`config.mk`:
```
export PLATFORM = sky130hd
export DESIGN_NAME = tile_fetch_arbiter_flat
export DESIGN_NICKNAME = d
export VERILOG_FILES = /design/src/rtl/tile_pkg.sv /design/src/rtl/tile_fetch_arbiter_if.sv /design/src/rtl/tile_fetch_arbiter_rr_pick.sv /design/src/rtl/tile_fetch_arbiter.sv /design/src/flat_wrapper.sv
export SDC_FILE = /design/constraint.sdc
export NUM_CORES = 1
export LEC_CHECK = 0
export ABC_CLOCK_PERIOD_IN_PS = 4250
export BUFFER_PORTS_ARGS = -buffer_cell sky130_fd_sc_hd__buf_4
export CORE_MARGIN = 2
export CORE_UTILIZATION = 50
export DETAILED_ROUTE_END_ITERATION = 8
export GPL_TIMING_DRIVEN = 1
export MAX_ROUTING_LAYER = met4
export PLACE_DENSITY = 0.84
export SLEW_MARGIN = 20
export SYNTH_ARGS = -nofsm -noshare
export SYNTH_HDL_FRONTEND = slang
export SYNTH_HIERARCHICAL = 1
export SYNTH_SLANG_ARGS = --single-unit
```
`constraint.sdc`:
```
create_clock -name Clk -period 4.25 [get_ports Clk]
set_clock_uncertainty 0.2 [all_clocks]
set_input_delay 0.2125 -clock Clk [delete_from_list [all_inputs] [get_ports Clk]]
set_output_delay 0.2125 -clock Clk [all_outputs]
set_load 0.005 [all_outputs]
```
`src/rtl/tile_pkg.sv`:
```
// tile_pkg: shared tile ROM geometry, requester indices and arbiter state encoding.
package tile_pkg;
  localparam int TILE_DEPTH   = 1786;
  localparam int ADDR_W       = 11;
  localparam int DATA_W       = 4;
  localparam int REQ_PLATFORM = 0;
  localparam int REQ_PLAYER   = 1;
  localparam int REQ_ENEMY    = 2;
  typedef enum logic {ARB, LOCKED} arb_state_e;
endpackage

```
`src/rtl/tile_fetch_arbiter_if.sv`:
```
// tile_fetch_arbiter_if: requester request/grant, tile ROM and response signals of the fetch arbiter.
interface tile_fetch_arbiter_if #(
  parameter int NUM_REQ = 3,
  parameter int ADDR_W  = tile_pkg::ADDR_W,
  parameter int DATA_W  = tile_pkg::DATA_W
);
  logic [NUM_REQ-1:0]        req, lock, gnt, rsp_valid, err;
  logic [NUM_REQ*ADDR_W-1:0] addr;
  logic [ADDR_W-1:0]         rom_addr;
  logic [DATA_W-1:0]         rom_data, rsp_data;
  modport master (output req, lock, addr, rom_data, input gnt, rom_addr, rsp_valid, rsp_data, err);
  modport slave  (input req, lock, addr, rom_data, output gnt, rom_addr, rsp_valid, rsp_data, err);
endinterface

```
`src/rtl/tile_fetch_arbiter_rr_pick.sv`:
```
// rr_pick: one-hot round-robin pick, first asserted req at or above ptr (wrapping) wins.
module rr_pick #(
  parameter int N  = 3,
  parameter int PW = 2
) (
  input  logic [N-1:0]  req,
  input  logic [PW-1:0] ptr,
  output logic [N-1:0]  gnt
);
  always_comb begin
    gnt = '0;
    for (int k = N - 1; k >= 0; k--)
      if (req[(int'(ptr) + k) % N]) gnt = N'(1) << ((int'(ptr) + k) % N);
  end
endmodule

```
`src/rtl/tile_fetch_arbiter.sv`:
```
// tile_fetch_arbiter: round-robin tile ROM arbiter with burst locking and 2-cycle responses.
// Optional out-of-range address trapping when TILE_ARB_RANGE_CHECK_EN is defined.
module tile_fetch_arbiter #(
  parameter int NUM_REQ    = 3,
  parameter int ADDR_W     = tile_pkg::ADDR_W,
  parameter int DATA_W     = tile_pkg::DATA_W,
  parameter int TILE_DEPTH = tile_pkg::TILE_DEPTH,
  parameter int MAX_BURST  = 16
) (
  input logic                Clk,
  input logic                Reset_n,
  tile_fetch_arbiter_if.slave bus
);
  import tile_pkg::*;
  localparam int PW = NUM_REQ > 1 ? $clog2(NUM_REQ) : 1;
  localparam int BW = MAX_BURST > 1 ? $clog2(MAX_BURST) : 1;
`ifdef TILE_ARB_RANGE_CHECK_EN
  localparam bit RANGE_CHECK = 1'b1;
`else
  localparam bit RANGE_CHECK = 1'b0;
`endif
  arb_state_e         state_q, state_d;
  logic [PW-1:0]      p_q, p_d, owner_q, owner_d, idx;
  logic [BW-1:0]      burst_q, burst_d, cnt;
  logic [ADDR_W-1:0]  rom_addr_q, rom_addr_d, addr_sel;
  logic [NUM_REQ-1:0] tag1_q, tag2_q, err1_q, err1_d, err2_q, rr_gnt, gnt;
  logic               owner_hold, oor;
  rr_pick #(.N(NUM_REQ), .PW(PW)) u_pick (.req(bus.req), .ptr(p_q), .gnt(rr_gnt));
  always_comb begin
    owner_hold = state_q == LOCKED && bus.req[owner_q] && bus.lock[owner_q];
    gnt        = owner_hold ? NUM_REQ'(1) << owner_q : rr_gnt;
    idx        = '0;
    addr_sel   = '0;
    for (int i = 0; i < NUM_REQ; i++)
      if (gnt[i]) begin
        idx      = PW'(i);
        addr_sel = bus.addr[i*ADDR_W +: ADDR_W];
      end
    cnt        = owner_hold ? burst_q : '0;
    oor        = RANGE_CHECK && 32'(addr_sel) >= 32'(TILE_DEPTH);
    p_d        = |gnt ? (idx == PW'(NUM_REQ - 1) ? '0 : idx + 1'b1) : p_q;
    owner_d    = |gnt ? idx : owner_q;
    rom_addr_d = |gnt ? (oor ? '0 : addr_sel) : rom_addr_q;
    err1_d     = oor ? gnt : '0;
    // The final allowed grant of a burst drops back to ARB so the pointer moves on.
    state_d    = |gnt && bus.lock[idx] && cnt != BW'(MAX_BURST - 1) ? LOCKED : ARB;
    burst_d    = state_d == LOCKED ? cnt + 1'b1 : '0;
  end
  always_ff @(posedge Clk or negedge Reset_n)
    if (!Reset_n) begin
      state_q    <= ARB;
      p_q        <= '0;
      owner_q    <= '0;
      burst_q    <= '0;
      rom_addr_q <= '0;
      tag1_q     <= '0;
      tag2_q     <= '0;
      err1_q     <= '0;
      err2_q     <= '0;
    end else begin
      state_q    <= state_d;
      p_q        <= p_d;
      owner_q    <= owner_d;
      burst_q    <= burst_d;
      rom_addr_q <= rom_addr_d;
      tag1_q     <= gnt;
      tag2_q     <= tag1_q;
      err1_q     <= err1_d;
      err2_q     <= err1_q;
    end
  assign bus.gnt       = gnt;
  assign bus.rom_addr  = rom_addr_q;
  assign bus.rsp_valid = tag2_q;
  assign bus.err       = err2_q;
  assign bus.rsp_data  = |err2_q ? '0 : bus.rom_data;
endmodule

```
`src/flat_wrapper.sv`:
```
// flat-port wrapper written by rule: the top's interface ports become plain ports
module tile_fetch_arbiter_flat import tile_pkg::*;
#(
  parameter int NUM_REQ    = 3,
  parameter int ADDR_W     = tile_pkg::ADDR_W,
  parameter int DATA_W     = tile_pkg::DATA_W,
  parameter int TILE_DEPTH = tile_pkg::TILE_DEPTH,
  parameter int MAX_BURST  = 16
)
  (Clk, Reset_n, bus_req, bus_lock, bus_addr, bus_rom_data, bus_gnt, bus_rom_addr, bus_rsp_valid, bus_rsp_data, bus_err);
  tile_fetch_arbiter_if #(.NUM_REQ(NUM_REQ), .ADDR_W(ADDR_W), .DATA_W(DATA_W)) bus_i ();
  input logic Clk;
  input logic Reset_n;
  input wire logic [$bits(bus_i.req)-1:0] bus_req;
  input wire logic [$bits(bus_i.lock)-1:0] bus_lock;
  input wire logic [$bits(bus_i.addr)-1:0] bus_addr;
  input wire logic [$bits(bus_i.rom_data)-1:0] bus_rom_data;
  output wire logic [$bits(bus_i.gnt)-1:0] bus_gnt;
  output wire logic [$bits(bus_i.rom_addr)-1:0] bus_rom_addr;
  output wire logic [$bits(bus_i.rsp_valid)-1:0] bus_rsp_valid;
  output wire logic [$bits(bus_i.rsp_data)-1:0] bus_rsp_data;
  output wire logic [$bits(bus_i.err)-1:0] bus_err;
  assign bus_i.req = bus_req;
  assign bus_i.lock = bus_lock;
  assign bus_i.addr = bus_addr;
  assign bus_i.rom_data = bus_rom_data;
  assign bus_gnt = bus_i.gnt;
  assign bus_rom_addr = bus_i.rom_addr;
  assign bus_rsp_valid = bus_i.rsp_valid;
  assign bus_rsp_data = bus_i.rsp_data;
  assign bus_err = bus_i.err;
  tile_fetch_arbiter #(.NUM_REQ(NUM_REQ), .ADDR_W(ADDR_W), .DATA_W(DATA_W), .TILE_DEPTH(TILE_DEPTH), .MAX_BURST(MAX_BURST)) u_core (.Clk(Clk), .Reset_n(Reset_n), .bus(bus_i));
endmodule
```
After elaboration in Yosys (flattened, before gate mapping)
Index checks and enable logic that the tools add are counted.
{"block": "op_classes", "shift": 4, "n_mux": 28, "div": 3, "n_eq_ne": 2, "n_lt_le_gt_ge": 5, "n_addsub": 4, "reduce_logical": 5}
{"cell": "32-bit by 4-bit < comparator with 1-bit output, second input constant", "count": 3}
{"cell": "1-bit by 32-bit left shift with 3-bit output, first input constant", "count": 3}
{"cell": "32-bit by 3-bit remainder unit with 32-bit output, second input constant", "count": 2}
{"cell": "11-bit two-way mux", "count": 3}
{"cell": "3-bit by 3-bit remainder unit with 32-bit output, second input constant", "count": 1}
{"cell": "1-bit binary-select mux with 2-bit select", "count": 6}
{"cell": "3-bit two-way mux", "count": 4}
{"cell": "1-bit two-way mux", "count": 11}
{"cell": "4-bit two-way mux", "count": 2}
{"cell": "2-bit by 3-bit < comparator with 1-bit output, second input constant", "count": 2}
{"cell": "4-bit by 1-bit adder with 4-bit output, second input constant", "count": 1}
{"cell": "1-bit logical AND", "count": 4}
{"cell": "2-bit two-way mux", "count": 2}
{"cell": "4-bit inequality test, second input constant", "count": 1}
{"cell": "2-bit by 1-bit adder with 3-bit output, second input constant", "count": 1}
{"cell": "2-bit by 2-bit adder with 3-bit output, second input constant", "count": 1}
{"cell": "3-bit OR reduction", "count": 1}
{"cell": "1-bit by 2-bit left shift with 3-bit output, first input constant", "count": 1}
{"cell": "2-bit by 1-bit adder with 2-bit output, second input constant", "count": 1}
{"cell": "2-bit == test, second input constant", "count": 1}
{"block": "totals", "elab_cells": 58, "out_inout_bits": 24, "register_bits": 26}

Depth between registers and ports, before layout
{"block": "logic_depth", "ltp_word": 17, "mapped_depth": 12, "ltp_nobuf": 11}

Cells and area by module
Netlist, hierarchy kept.
{"module": "tile_fetch_arbiter", "area_per_inst_um2": 1286.2, "n_inst": 1, "cells_per_inst": 128, "seq_area_each_um2": 625.6}
{"module": "rr_pick", "area_per_inst_um2": 252.7, "n_inst": 1, "cells_per_inst": 32, "seq_area_each_um2": 0.0}

Worst setup path after synthesis
No wires, ideal clock.
{"block": "synth_path", "path_type": "reg-to-reg", "from": "register u_core.owner_q[0]", "to": "register u_core.rom_addr_q[0] (netlist: u_core/bus.rom_addr[0])", "period_less_slack_ns": 2.495, "t_arrival_ns": 2.169, "required_ns": 3.924, "setup_slack_ns": 1.755, "path_stages_with_launch": 13, "n_path_buf": 2, "path_cell_list": "dfrtp_1 > inv_1 > ha_1 > nand2b_1 > mux2i_1 > mux2_2 > o21ai_2 > clkbuf_1 > nand2b_1 > o21ai_0 > buf_2 > a22oi_1 > a2bb2oi_1"}
{"block": "synth_via", "elab_chain_cells": 8, "elab_cells_between_ends": 12, "classes_between": "shift (1); mux (8); reduce/logical (3)"}
{"element": "start, declared", "line": "tile_fetch_arbiter.sv:23", "source": "logic [PW-1:0] p_q, p_d, owner_q, owner_d, idx;"}
{"element": "start signal, assigned", "line": "tile_fetch_arbiter.sv:63", "source": "owner_q <= owner_d;"}
{"element": "1-bit binary-select mux with 2-bit select", "line": "tile_fetch_arbiter.sv:30", "source": "owner_hold = state_q == LOCKED && bus.req[owner_q] && bus.lock[owner_q];"}
{"element": "1-bit two-way mux (not written as such)", "line": "tile_fetch_arbiter.sv:30"}
{"element": "1-bit logical AND (2 in a row)", "line": "tile_fetch_arbiter.sv:30"}
{"element": "3-bit two-way mux *", "line": "tile_fetch_arbiter.sv:31", "source": "gnt = owner_hold ? NUM_REQ'(1) << owner_q : rr_gnt;"}
{"element": "11-bit two-way mux (3 in a row)", "line": "tile_fetch_arbiter.sv:35", "source": "if (gnt[i]) begin"}
{"element": "end signal, assigned", "line": "tile_fetch_arbiter.sv:65", "source": "rom_addr_q <= rom_addr_d;"}
{"element": "end, declared", "line": "tile_fetch_arbiter.sv:25", "source": "logic [ADDR_W-1:0] rom_addr_q, rom_addr_d, addr_sel;"}
Mark *: on every way between the ends. The rest lies on a longest branch, timed or not. The select of a mux whose other input is x is not followed.
A chain may end at the register's enable or synchronous reset.

Final worst setup path
{"block": "layout_path", "from": "register u_core.owner_q[0]", "to": "register u_core.rom_addr_q[5] (netlist: u_core/bus.rom_addr[5])"}
The elaborated chain is that of the path after synthesis.

==> flow_summary.json <==
{
  "drtIter0Drc": 106,
  "final_design_area_no_fill_mm2": 0.00205,
  "synth.avg_cell_area_um2": 9.62,
  "p_clk_share_pct": 6.1,
  "placed_cells": 238,
  "cp_max_fo": 11,
  "cts_tree": "done",
  "max_slew.worst_pin.slew_ps": 627,
  "grt_usage_pct": 25.6,
  "synth_commonest_cells": "25 x dfrtp_1, 15 x o21ai_0, 11 x a22oi_1, 11 x a2bb2oi_1, 9 x inv_1",
  "holdPathStages": 3,
  "hold_viol": 0,
  "wl_um": 4000,
  "antenna_found_initial": 0,
  "fin_nets": 270,
  "ff2ff_setup_slack_ps": 810,
  "synth.largest_area_cell": "dfrtp_1",
  "first_global_vias": 1473,
  "comb_power_share_pct": 68.6,
  "cp.arrival_ps": 3440,
  "ys_types": 43,
  "synth_area_leaders": "dfrtp_1 41%, a2bb2oi_1 6.3%, a22oi_1 5.4%",
  "dpl_cell_area_mm2": 0.00192,
  "fmax_mhz": 291,
  "r2r-start": "u_core/owner_q[0]",
  "ant_nets": 0,
  "power_mw": 1.68,
  "port_buffers": 57,
  "hp-start": "bus_addr[4]",
  "globalRouteOverflowTotal": 0,
  "vdd_drop_max_mv": 0.466,
  "p_leak_nw": 0.978,
  "fin_crit_ps": 3440,
  "root_buffer": "clkbuf_4",
  "setup_viol": 0,
  "async_flop_share_pct": 100,
  "holdPathEnd": "u_core/bus.rom_addr[4]",
  "netSwitchingFraction_pct": 43.4,
  "p_switching_mw": 0.728,
  "fin_cells": 252,
  "grt_start_max_net_pins": 26,
  "yosysWarnings": 6,
  "cts_buffer_depth": 2,
  "io-pin-count": 69,
  "syn_to_final_growth_pct": 33.3,
  "insertion_delay_ps": 310,
  "num_rows": 20,
  "cp-start-kind": "flip-flop",
  "outcome": "completed",
  "cts_buffers": 3,
  "gp_congestion": 0.942,
  "fin_crit_sh_pct": 80.8,
  "die_x_um": 59.5,
  "rsz0062_at_grt": "false",
  "slew_headroom_pct": 58.0,
  "power.share.sequential_pct": 25.3,
  "r2r-end": "u_core/bus.rom_addr[5]",
  "ys.flop_type": "dfrtp_1",
  "critPathLaunch": "u_core/owner_q[0]",
  "remaining_drc_errors": 0,
  "vias_per_cell": 5.80,
  "synth.most_common_cell": "dfrtp_1",
  "worstSetupPathType": "reg -> reg",
  "detail_route.wl_per_cell_um": 15.9,
  "die_y_um": 59.5,
  "powerDensity_mw_per_mm2": 819,
  "drv_cap": 0,
  "tns_ps": 0,
  "syn_area_mm2": 0.00154,
  "clock_sinks": 25,
  "ys_seq_area_share_pct": 40.7,
  "hpwl_um": 2860,
  "grt_pass1_wl_um": 6690,
  "h-tree-depth": 1,
  "vias": 1462,
  "synth-seq-cells": 25,
  "synth_top_area_share_pct": 40.7,
  "dr.pass1.iters": 4,
  "synth_edf_count": 0,
  "hold_class": "in -> reg",
  "syn_inst": 160,
  "critPathCaptureType": "flip-flop",
  "r2r_cells": 10,
  "clkTransAtPathRegs_ps": 130,
  "internal_power_mw": 0.951,
  "required_ps": 4260,
  "drv_slew": 0,
  "start_util_pct": 51.7,
  "antenna-diode-count": 0,
  "drive_above_1_share_pct": 31.5,
  "dieArea_mm2": 0.00354,
  "coreArea_mm2": 0.00298
}
-- per-stage QoR --
stage,hold slack (ps),worst slack (ps),utilization (%)
after floorplan,-283,1760,-
after global placement,-74.8,1490,64.6
after detailed placement,-70.0,1410,64.6
after CTS,0.858,883,68.9
after global routing,5.59,533,68.9
final,16.5,814,68.9
-- cell usage in the layout (no fill, tap or decap), drive strengths merged --
master / netlist / final
o21a: 1 / 1
a21oi: 7 / 7
nor3: 4 / 4
nor2: 8 / 8
o21ai: 20 / 20
a221oi: 1 / 1
a22oi: 11 / 11
nor3b: 2 / 2
conb: 1 / 3
nand3b: 3 / 3
and2: 2 / 2
o211ai: 1 / 1
a211o: 1 / 1
o21bai: 1 / 1
nand2b: 4 / 4
and2b: 2 / 2
buf: 13 / 58
dfrtp: 25 / 25
inv: 9 / 9
a21o: 1 / 1
mux2: 2 / 2
a2bb2oi: 11 / 11
xnor2: 1 / 1
nand2: 8 / 8
a31o: 2 / 2
nand4b: 2 / 2
and3: 1 / 1
ha: 5 / 5
dlygate4sd3: 0 / 10
mux2i: 3 / 3
or2: 1 / 1
nand3: 1 / 1
clkbuf: 2 / 4
a31oi: 1 / 1
o22ai: 1 / 1
a311oi: 1 / 1
a211oi: 1 / 1
-- area by class of cell --
type	count	area, um^2
fillers	229	927
multi-input cells	113	788
flip-flops and latches	25	626
repair buffers	68	536
well taps	33	41.3
inverters	9	33.8
clock buffers	4	26.3
-- power by group through the flow --
stage               Clock (mW)  Combinational [mW]  Sequential (mW)
floorplan                    0               0.747            0.419
global placement             0                1.00            0.422
detailed placement           0                1.06            0.427
CTS                      0.106                1.12            0.425
global route             0.115                1.25            0.436
finish                   0.103                1.15            0.425
-- how the worst max path moves through the flow --
stage	slack, ps	to
2_1_floorplan	1760	u_core/bus.rom_addr[0]
3_3_place_gp	1490	bus_gnt[0]
3_5_place_dp	1410	u_core/bus.rom_addr[0]
4_1_cts	880	u_core/bus.rom_addr[5]
5_1_grt	530	u_core/bus.rom_addr[2]
6_report	810	u_core/bus.rom_addr[5]
-- critical path, cell delays in order (launching register included) --
cell and delay (ps):
dfrtp_1 470, inv_1 100, ha_1 280, mux2i_1 240, o22ai_2 150, a311oi_1 270, a21oi_1 170, nor2_1 200
nand3b_1 410, a2bb2oi_1 260, dlygate4sd3_1 570
-- state kept, by name, indices dropped and copies added (netlist names) --
signal                count
u_core/bus.rsp_valid      3
u_core/state_q            1
u_core/burst_q            4
u_core/bus.rom_addr      11
u_core/p_q                1
u_core/tag1_q             3
u_core/owner_q            2
-- cells by family (layout without fill, tap and decap cells) --
family | count (synthesis) | count (layout) | synth area share, %
AOI/OAI and AO/OA | 61 | 61 | 27.8
and+or+nand+nor | 38 | 38 | 14.4
DFF | 25 | 25 | 40.7
buffers and inverters | 24 | 81 | 8.62
adders and majority gates | 5 | 5 | 4.07
muxes | 5 | 5 | 3.66
other | 1 | 3 | 0.244
xor gates and xnor gates | 1 | 1 | 0.569
-- layer usage --
layer	vias up	track usage, %	wire (um)
met3	6	3.49	276
met2	67	42.5	1990
met5	-	-	0
met4	0	9.09	49
li1	692	-	-
met1	697	31.9	1680
-- repair_timing --
action	4_1_cts	5_1_grt
resized for setup	0	0
endpoints found under the setup margin	0	0
hold buffers	10	0
buffers inserted	0	0
hold endpoints to repair	31	0
Note: power is estimated with default switching activity, not from simulation.
